$ cat src/rtl/mem_arbiter_pkg.sv
// Shared encodings for the memory arbiter: load/store size codes, the IO
// window select bits and the transaction state machine encoding, plus a
// helper that turns a size code into a byte count.
package mem_arbiter_pkg;

  // ls_size encodings; 2'b10 and 2'b11 both mean a 32-bit word.
  localparam logic [1:0] SZ_BYTE = 2'b00;
  localparam logic [1:0] SZ_HALF = 2'b01;

  // An address with addr[IO_BIT+1:IO_BIT] == IO_SEL targets the IO buffer
  // and is throttled by io_full.
  localparam int         IO_BIT = 16;
  localparam logic [1:0] IO_SEL = 2'b11;

  typedef enum logic [1:0] {
    IDLE  = 2'd0,
    ISSUE = 2'd1,
    DRAIN = 2'd2,
    RESP  = 2'd3
  } state_t;

  // Number of bytes moved for a data access of the given size.
  function automatic logic [4:0] size_len(input logic [1:0] sz);
    case (sz)
      SZ_BYTE: size_len = 5'd1;
      SZ_HALF: size_len = 5'd2;
      default: size_len = 5'd4;
    endcase
  endfunction

endpackage

$ cat src/rtl/rr_arbiter.sv
// Round-robin requester select.
// Ports:
//   req  - request vector, one bit per channel
//   ptr  - channel where the search starts (last winner + 1)
//   gnt  - one-hot grant, all zero when nothing requests
module rr_arbiter #(
  parameter int NCH = 2,
  parameter int PW  = (NCH > 1) ? $clog2(NCH) : 1
) (
  input  logic [NCH-1:0] req,
  input  logic [PW-1:0]  ptr,
  output logic [NCH-1:0] gnt
);

  int            pos;
  logic [PW-1:0] idx;
  logic          found;

  // Walk channels ptr, ptr+1, ... wrapping at NCH; first requester wins.
  always_comb begin
    gnt   = '0;
    found = 1'b0;
    pos   = 0;
    idx   = '0;
    for (int i = 0; i < NCH; i++) begin
      pos = int'(ptr) + i;
      if (pos >= NCH) pos = pos - NCH;
      idx = pos[PW-1:0];
      if (!found && req[idx]) begin
        gnt[idx] = 1'b1;
        found    = 1'b1;
      end
    end
  end

endmodule

$ cat src/rtl/mem_arbiter.sv
// Single-port byte-wide RAM arbiter shared by one instruction fetch port
// and NCH load/store channels. A winner is picked in IDLE, its request is
// latched, then ISSUE walks mem_a over K consecutive bytes. Reads take one
// extra DRAIN cycle for the last byte to return; RESP pulses done.
// Ports:
//   clk, rst           - clock, synchronous active-high reset
//   rdy                - global enable, low freezes the transaction
//   mem_a/dout/wr/din  - byte RAM port, read data arrives one cycle late
//   io_full            - stalls accesses into the IO window
//   if_req/addr/done/line, flush - fetch port, flush aborts a fetch
//   ls_req/we/size/signed/addr/wdata/done, ls_rdata - load/store channels
//   busy               - high whenever not in IDLE
module mem_arbiter
  import mem_arbiter_pkg::*;
#(
  parameter int NCH        = 2,
  parameter int LINE_BYTES = 4,
  parameter int STARVE_MAX = 4
) (
  input  logic                    clk,
  input  logic                    rst,
  input  logic                    rdy,
  input  logic [7:0]              mem_din,
  input  logic                    io_full,
  output logic [31:0]             mem_a,
  output logic [7:0]              mem_dout,
  output logic                    mem_wr,
  input  logic                    if_req,
  input  logic [31:0]             if_addr,
  input  logic                    flush,
  output logic                    if_done,
  output logic [8*LINE_BYTES-1:0] if_line,
  input  logic [NCH-1:0]          ls_req,
  input  logic [NCH-1:0]          ls_we,
  input  logic [2*NCH-1:0]        ls_size,
  input  logic [NCH-1:0]          ls_signed,
  input  logic [32*NCH-1:0]       ls_addr,
  input  logic [32*NCH-1:0]       ls_wdata,
  output logic [NCH-1:0]          ls_done,
  output logic [31:0]             ls_rdata,
  output logic                    busy
);

  localparam int PW = (NCH > 1) ? $clog2(NCH) : 1;
  localparam int CB = (LINE_BYTES > 4) ? LINE_BYTES : 4;  // capture bytes
  localparam int IW = $clog2(CB);
  localparam int SW = $clog2(STARVE_MAX + 1);

  typedef struct packed {
    logic [31:0]   addr;
    logic [31:0]   wdata;
    logic [1:0]    size;
    logic          we;
    logic          sgn;
    logic          fetch;
    logic [PW-1:0] ch;
  } txn_t;

  state_t               state, state_nx;
  txn_t                 txn, gtxn;
  logic [4:0]           cnt, len, glen;
  logic [PW-1:0]        rr_ptr, gnt_idx;
  logic [SW-1:0]        starve_cnt;
  logic [NCH-1:0]       mask_ls, req_eff, gnt, ch_oh;
  logic                 mask_if, if_pend;
  logic                 fetch_win, data_win, stall, abort, last;
  logic                 cap_vld;
  logic [IW-1:0]        cap_idx;
  logic [CB-1:0][7:0]   cap_buf;
  logic [3:0][7:0]      wbytes;
  logic [31:0]          ld_val;

  logic [NCH-1:0][31:0] addr_a, wdata_a;
  logic [NCH-1:0][1:0]  size_a;

  assign addr_a  = ls_addr;
  assign wdata_a = ls_wdata;
  assign size_a  = ls_size;

  // ---------------------------------------------------------------- arbitration
  // The requester served last is masked for one cycle so a req that is
  // still high while it drops is not re-granted.
  assign req_eff   = ls_req & ~mask_ls;
  assign if_pend   = if_req & ~mask_if;
  assign fetch_win = if_pend && !flush &&
                     (!(|req_eff) || (starve_cnt >= SW'(STARVE_MAX)));
  assign data_win  = (|req_eff) && !fetch_win;

  rr_arbiter #(.NCH(NCH), .PW(PW)) u_rr (
    .req (req_eff),
    .ptr (rr_ptr),
    .gnt (gnt)
  );

  always_comb begin
    gnt_idx = '0;
    for (int i = 0; i < NCH; i++)
      if (gnt[i]) gnt_idx = PW'(i);
  end

  always_comb begin
    for (int i = 0; i < NCH; i++) ch_oh[i] = (txn.ch == PW'(i));
  end

  always_comb begin
    gtxn = '0;
    glen = '0;
    if (fetch_win) begin
      gtxn.addr  = if_addr;
      gtxn.fetch = 1'b1;
      glen       = 5'(LINE_BYTES);
    end else begin
      gtxn.addr  = addr_a[gnt_idx];
      gtxn.wdata = wdata_a[gnt_idx];
      gtxn.size  = size_a[gnt_idx];
      gtxn.we    = ls_we[gnt_idx];
      gtxn.sgn   = ls_signed[gnt_idx];
      gtxn.ch    = gnt_idx;
      glen       = size_len(size_a[gnt_idx]);
    end
  end

  // ---------------------------------------------------------------- transfer
  assign stall  = (txn.addr[IO_BIT+1:IO_BIT] == IO_SEL) && io_full;
  assign abort  = txn.fetch && flush;
  assign last   = (cnt == len - 5'd1);
  assign wbytes = txn.wdata;

  always_comb begin
    case (txn.size)
      SZ_BYTE: ld_val = {{24{txn.sgn & cap_buf[0][7]}}, cap_buf[0]};
      SZ_HALF: ld_val = {{16{txn.sgn & cap_buf[1][7]}}, cap_buf[1], cap_buf[0]};
      default: ld_val = {cap_buf[3], cap_buf[2], cap_buf[1], cap_buf[0]};
    endcase
  end

  // ---------------------------------------------------------------- FSM comb
  always_comb begin
    state_nx = state;
    mem_a    = '0;
    mem_dout = '0;
    mem_wr   = 1'b0;
    if_done  = 1'b0;
    if_line  = '0;
    ls_done  = '0;
    ls_rdata = '0;
    busy     = (state != IDLE);
    case (state)
      IDLE: if (fetch_win || data_win) state_nx = ISSUE;
      ISSUE: begin
        mem_a = txn.addr + 32'(cnt);
        if (txn.we) begin
          mem_dout = wbytes[cnt[1:0]];
          mem_wr   = rdy && !stall;
        end
        if (abort)               state_nx = IDLE;
        else if (!stall && last) state_nx = txn.we ? RESP : DRAIN;
      end
      DRAIN: state_nx = abort ? IDLE : RESP;
      RESP: begin
        state_nx = IDLE;
        if (txn.fetch) begin
          if_done = rdy && !flush;
          if (if_done) if_line = cap_buf[LINE_BYTES-1:0];
        end else begin
          ls_done  = rdy ? ch_oh : '0;
          ls_rdata = ld_val;
        end
      end
      default: state_nx = IDLE;
    endcase
  end

  // ---------------------------------------------------------------- state
  always_ff @(posedge clk) begin
    if (rst) begin
      state      <= IDLE;
      txn        <= '0;
      cnt        <= '0;
      len        <= '0;
      rr_ptr     <= '0;
      starve_cnt <= '0;
      mask_ls    <= '0;
      mask_if    <= 1'b0;
      cap_vld    <= 1'b0;
      cap_idx    <= '0;
      cap_buf    <= '0;
    end else begin
      // The byte for the address issued last cycle is on mem_din now. It is
      // absorbed even while rdy is low, since the RAM will have moved on to
      // the held address by the time rdy returns.
      if (cap_vld) cap_buf[cap_idx] <= mem_din;
      if (rdy) begin
        state   <= state_nx;
        cap_vld <= (state == ISSUE) && !txn.we && !stall && !abort;
        cap_idx <= cnt[IW-1:0];
        if (state == ISSUE && state_nx == ISSUE)
          cnt <= stall ? cnt : cnt + 5'd1;
        else
          cnt <= '0;
        mask_ls <= (state == RESP && !txn.fetch) ? ch_oh : '0;
        mask_if <= (state == RESP) && txn.fetch;
        if (state == IDLE && (fetch_win || data_win)) begin
          txn <= gtxn;
          len <= glen;
          if (fetch_win) begin
            starve_cnt <= '0;
          end else begin
            rr_ptr <= (gnt_idx == PW'(NCH - 1)) ? '0 : gnt_idx + 1'b1;
            if (if_pend && starve_cnt < SW'(STARVE_MAX))
              starve_cnt <= starve_cnt + 1'b1;
          end
        end
      end else begin
        cap_vld <= 1'b0;
      end
    end
  end

endmodule

$ cat config.mk
export PLATFORM = sky130hd
export DESIGN_NAME = mem_arbiter
export DESIGN_NICKNAME = d
export VERILOG_FILES = /design/src/rtl/mem_arbiter_pkg.sv /design/src/rtl/rr_arbiter.sv /design/src/rtl/mem_arbiter.sv
export SDC_FILE = /design/constraint.sdc
export NUM_CORES = 1
export LEC_CHECK = 0
export ABC_AREA = 1
export CAP_MARGIN = 15
export CORE_ASPECT_RATIO = 1.4
export CORE_MARGIN = 10
export CORE_UTILIZATION = 49
export CTS_CLUSTER_DIAMETER = 40
export DETAILED_ROUTE_END_ITERATION = 10
export GPL_TIMING_DRIVEN = 0
export PLACE_DENSITY = 0.87
export SYNTH_ARGS = -nofsm -noshare
export SYNTH_HDL_FRONTEND = slang
export SYNTH_SLANG_ARGS = --single-unit
$ cat constraint.sdc
create_clock -name clk -period 3.3 [get_ports clk]
set_input_delay 0.33 -clock clk [delete_from_list [all_inputs] [get_ports clk]]
set_output_delay 0.33 -clock clk [all_outputs]
set_load 0.005 [all_outputs]
======== Word level (Yosys, flattened, before mapping) ========
Index checks and enable logic that the tools add are counted.
storage, ports and cells
  bits in registers ....................... 124
  input port bits ......................... 184
  output and inout bits ................... 109
  word-level logic and storage cells ...... 163
operators by class
  add/subtract/negate cells ............... 8
  magnitude comparators ................... 12
  eq/ne operators ......................... 9
  multiplexer cells ....................... 63
  bitwise operators ....................... 10
  reduce and logical (&&, ||, !) cells .... 41
operator list
  kind                                                        count
  2-to-1 mux 32 bit                                           11
  case mux 32 bit (2 select lines)                            1
  2-to-1 mux 36 bit                                           1
  adder 32 x 5 -> 32 bit                                      1
  bitwise mux 32 bit                                          1
  2-to-1 mux 8 bit                                            4
  2-to-1 mux 2 bit                                            12
  2-to-1 mux 1 bit                                            22
  logical AND 1 bit                                           20
  binary-select mux 8 bit (select 2 bit)                      1
  demux 8 bit (select 2 bit)                                  1
  2-to-1 mux 5 bit                                            3
  == test 2 x 1 -> 1 bit, second input constant               4
  logical NOT 1 bit                                           8
  case mux 2 bit (4 select lines)                             1
  == test 2 bit, second input constant                        3
  logical NOT 2 bit                                           3
  less-than comparator 1 x 2 -> 1 bit, second input constant  3
  less-than comparator 2 x 3 -> 1 bit, second input constant  2
  2-to-1 mux 3 bit                                            2
  case mux 3 bit (2 select lines)                             1
  AND reduction 3 bit                                         2
  adder 5 x 1 -> 5 bit, second input constant                 1
  == test 5 bit                                               1
  22 further kinds                                            34

======== Depth between registers and ports, before layout ========
  depth after elaboration ................. 15
  depth in mapped cells ................... 12
  mapped depth without buffers ............ 12

======== By module ========
Synthesis repeated with hierarchy kept, for this count alone.
second synthesis, totals
  cell total of the unflattened synthesis .. 1,260
  area, all modules ....................... 7,609.8 µm²
by module, submodules not included
  module       times used  cells an instance  area each (µm²)  sequential area each (µm²)
  mem_arbiter  1           1,256              7,582.3          2,442.3
  rr_arbiter   1           4                  27.5             0.0

======== Worst setup path after synthesis ========
Ideal clock, no wire load.
  path type ............................... register to output
  from .................................... register cnt[2]
  to ...................................... output port mem_a[11]
  arrival time ............................ 1.561 ns
  required time ........................... 2.970 ns
  path slack .............................. 1.409 ns
  cell stages (with the launch flop) ...... 9
  path buffers ............................ 0
  cells stage by stage .................... dfxtp_1 > ha_1 > a21oi_1 > nand2_1 > nand2_2 > nand2_4 > nand2_2 > nor2_1 > nor3_1
on the way
  word-level cells in the longest chain between the ends .. 2
RTL lines
  element                 line                RTL
  start, declared         mem_arbiter.sv:61   logic [4:0] cnt, len, glen;
  start signal, assigned  mem_arbiter.sv:198  cnt <= stall ? cnt : cnt + 5'd1;
  adder 32 x 5 -> 32 bit  mem_arbiter.sv:151  mem_a = txn.addr + 32'(cnt);
  2-to-1 mux 32 bit       mem_arbiter.sv:148  case (state)
  end, declared           mem_arbiter.sv:25   output logic [31:0] mem_a,
Every way passes these cells.

======== Worst setup path after layout ========
  from .................................... register cnt[0]
  to ...................................... output port mem_a[14]
The elaborated chain is that of the path after synthesis.

==> results.sh <==
export IMPL_status="finished clean"
export IMPL_path_max_fanout=5
export IMPL_power_density_mw_per_mm2=388.7
export IMPL_drive_above_1_share_pct=7.358
export IMPL_cts_resized=0
export IMPL_critPathTopFamily="adder cells"
export IMPL_clockBufferDepth=2
export IMPL_drtPass1Iterations=5
export IMPL_hold_slack_ns=0.4164
export IMPL_crit_path_frequent_cell="nand2_1"
export IMPL_hp_class="in -> reg"
export IMPL_p_comb_share_pct=19.8
export IMPL_htreeDepth=4
export IMPL_cts_inserted_buffers=17
export IMPL_gp_congestion=0.9726
export IMPL_num_rows=55
export IMPL_vias=9752
export IMPL_clk_latency_ns=0.42
export IMPL_final_cell_mix="347 x nand2_1, 291 x clkdlybuf4s50_1, 224 x nor2_1, 133 x o21ai_0, 131 x inv_1"
export IMPL_worst_ep_arrival_time_ns=2.74
export IMPL_yosysTopAreaCell="dfxtp_1"
export IMPL_setup_ws_ns=0.2272
export IMPL_synthFlopType="dfxtp_1"
export IMPL_dieWidth_um=128.1
export IMPL_routed_wl_mm=30.95
export IMPL_drt_iter0_drc=754
export IMPL_ys_warnings_count=0
export IMPL_ys_ff_latch=122
export IMPL_power_frac_clock_pct=44.3
export IMPL_cts_tree="built"
export IMPL_rsz0062_at_grt="no"
export IMPL_grt_pass1_wl_mm=48.16
export IMPL_skew_ns=0.01093
export IMPL_internal_power_mw=3.329
export IMPL_final_common_cell="nand2_1"
export IMPL_path_clk_slew_ns=0.05
export IMPL_ys_types=37
export IMPL_ys_async_sr_fraction_pct=0
export IMPL_final_setup_viol_count=0
export IMPL_portBuffers=291
export IMPL_fmax_mhz=325.4
export IMPL_peakVddDrop_mv=0.3386
export IMPL_slew_headroom_pct=61.65
export IMPL_grt_antenna_before_repair=1
export IMPL_drc=0
export IMPL_cp_start_kind="register"
export IMPL_ant_nets=0
export IMPL_grt_pass1_vias=9449
export IMPL_placed_area_mm2=0.01117
export IMPL_grt_usage_pct=27.13
export IMPL_cp_buffers_inverters=1
export IMPL_slowest_stage="clkdlybuf4s50_1"
export IMPL_p_seq_share_pct=35.9
export IMPL_place_inst=1825
export IMPL_worst_pin_slew_ns=0.5752
export IMPL_core_mm2=0.01610
export IMPL_worstPathCellList="ha_1 > fa_1 > nand3_1 > nand2_1 > nand2_1 > nand2_1 > nand2_1 > o21ai_1 > nor2_1 > clkdlybuf4s50_1"
export IMPL_syn_area_per_cell_um2=6.000
export IMPL_chipHeight_um=171.3
export IMPL_fin_util_pct=73.43
export IMPL_grt_overflow_total=0
export IMPL_synth_top_cell_area_share_pct=30.49
export IMPL_instances_no_fill=1858
export IMPL_cpPeakStageDelay_ns=0.56
export IMPL_syn_nets=1529
export IMPL_vias_per_cell=5.249
export IMPL_final_setup_tns_ns=0
export IMPL_synth_edf_count=0
export IMPL_finalNetCount=1839
export IMPL_synth_area_mm2=0.008010
export IMPL_final_hold_viol_count=0
export IMPL_synth_cells=1335
export IMPL_timing_final_crit_share_pct=93.11
export IMPL_cts_root_buf="clkbuf_16"
export IMPL_p_sw_share_pct=27.57
export IMPL_ctsHoldBuffers=0
export IMPL_p_sw_mw=1.267
export IMPL_max_cap_viol_count=0
export IMPL_path_class="reg -> out"
export IMPL_io_pins=293
export IMPL_die_area_mm2=0.02193
export IMPL_final_area_mm2=0.01183
export IMPL_clock_sinks=122
export IMPL_finalMaxSlewViolations=0
export IMPL_total_power_mw=4.596
export IMPL_p_leak_nw=4.763
export IMPL_ys_top_cells_by_area="dfxtp_1 30%, nand2_1 16%, nor2_1 10%"
export IMPL_fin_crit_ns=3.073
export IMPL_grt_max_degree=17
export IMPL_seq_area_frac_synth_pct=30.49
export IMPL_initial_utilization_pct=49.74
export IMPL_syn2layout_area_growth_pct=47.63
export IMPL_critPathRequiredTime_ns=2.97
export IMPL_route_detailed_wl_per_inst_um=16.66
export IMPL_pre_cts_ws_ns=0.4693
export IMPL_crit_path_end_kind="primary output"
export IMPL_postCtsSetupRepairBufs=0
export IMPL_dpl_hpwl_mm=25.07
==> power by group through the flow <==
| stage | clock network [mW] | logic [mW] | registers [mW] |
|---|---|---|---|
| 2_1_floorplan | 0 | 0.489 | 1.64 |
| 3_3_place_gp | 0 | 0.881 | 1.67 |
| 3_5_place_dp | 0 | 0.894 | 1.67 |
| 4_1_cts | 2.03 | 0.904 | 1.64 |
| 5_1_grt | 2.10 | 1.01 | 1.66 |
| 6_report | 2.03 | 0.912 | 1.65 |
==> per-layer routing <==
layer,global-route usage (%),vias up,part of all wire (%)
met5,0,-,0
met4,10.11,0,3.4
met3,5.728,68,7.1
met2,49.80,390,52
met1,29.64,4409,37
li1,-,4885,-
==> cells by family after synthesis <==
logic type | synth area share (%)
AOI/OAI and AO/OA | 18.48
xor gates and xnor gates | 1.421
and+or+nand+nor | 36.41
adders and majority gates | 1.656
buffers and inverters | 11.54
DFF | 30.49
==> cell type report <==
class | instances | area [µm²]
antenna | 1 | 2.502
buffer | 73 | 399.1
clock buffer | 17 | 425.4
clock inverter | 15 | 225.2
fill | 1327 | 4278
inverter | 140 | 525.5
multi-input combinational | 1000 | 4643
sequential | 122 | 2442
tap | 199 | 249.0
timing repair buffer | 291 | 2913
==> cells in the mapped netlist (9+ instances only) <==
cell and n:
ha_1 9, inv_1 131, o21ai_0 133, buf_2 29, nand4_1 16, o21ai_1 26, a21oi_1 126, nand3_1 48
dfxtp_1 122, clkbuf_1 28, nand3_2 23, nand2_1 347, nor2_1 224
==> worst paths after layout <==
path,depth (start not counted),slack (ns),endpoint,startpoint
setup / recovery,10,0.23,mem_a[14],cnt[0]$_SDFFE_PP0P_
hold / removal,4,0.42,cnt[0]$_SDFFE_PP0P_,rst
hold reg to reg,2,0.47,wbytes[15]$_SDFFE_PP0P_,wbytes[15]$_SDFFE_PP0P_
setup reg to reg,10,1.49,state[0]$_SDFFE_PP0P_,len[0]$_SDFFE_PP0P_
==> flip-flops by register name, summed over array words and instances (netlist names) <==
signal,cells
txn,37
mask_ls,2
cap_idx,2
mask_if,1
wbytes,32
cnt,5
cap_buf,32
cap_vld,1
rr_ptr,1
ch_oh,1
state,2
len,3
starve_cnt,3
==> worst register-to-register path, delay by kind of cell, from the launching register on <==
family	cells	cell delay, ns
XOR/XNOR	1	0.13
flip-flops	1	0.33
adder cells (fa/ha/maj)	2	0.51
buffers and inverters	2	0.14
AND/OR/NAND/NOR	5	0.61
No activity file was read; power rests on OpenSTA's default activity.
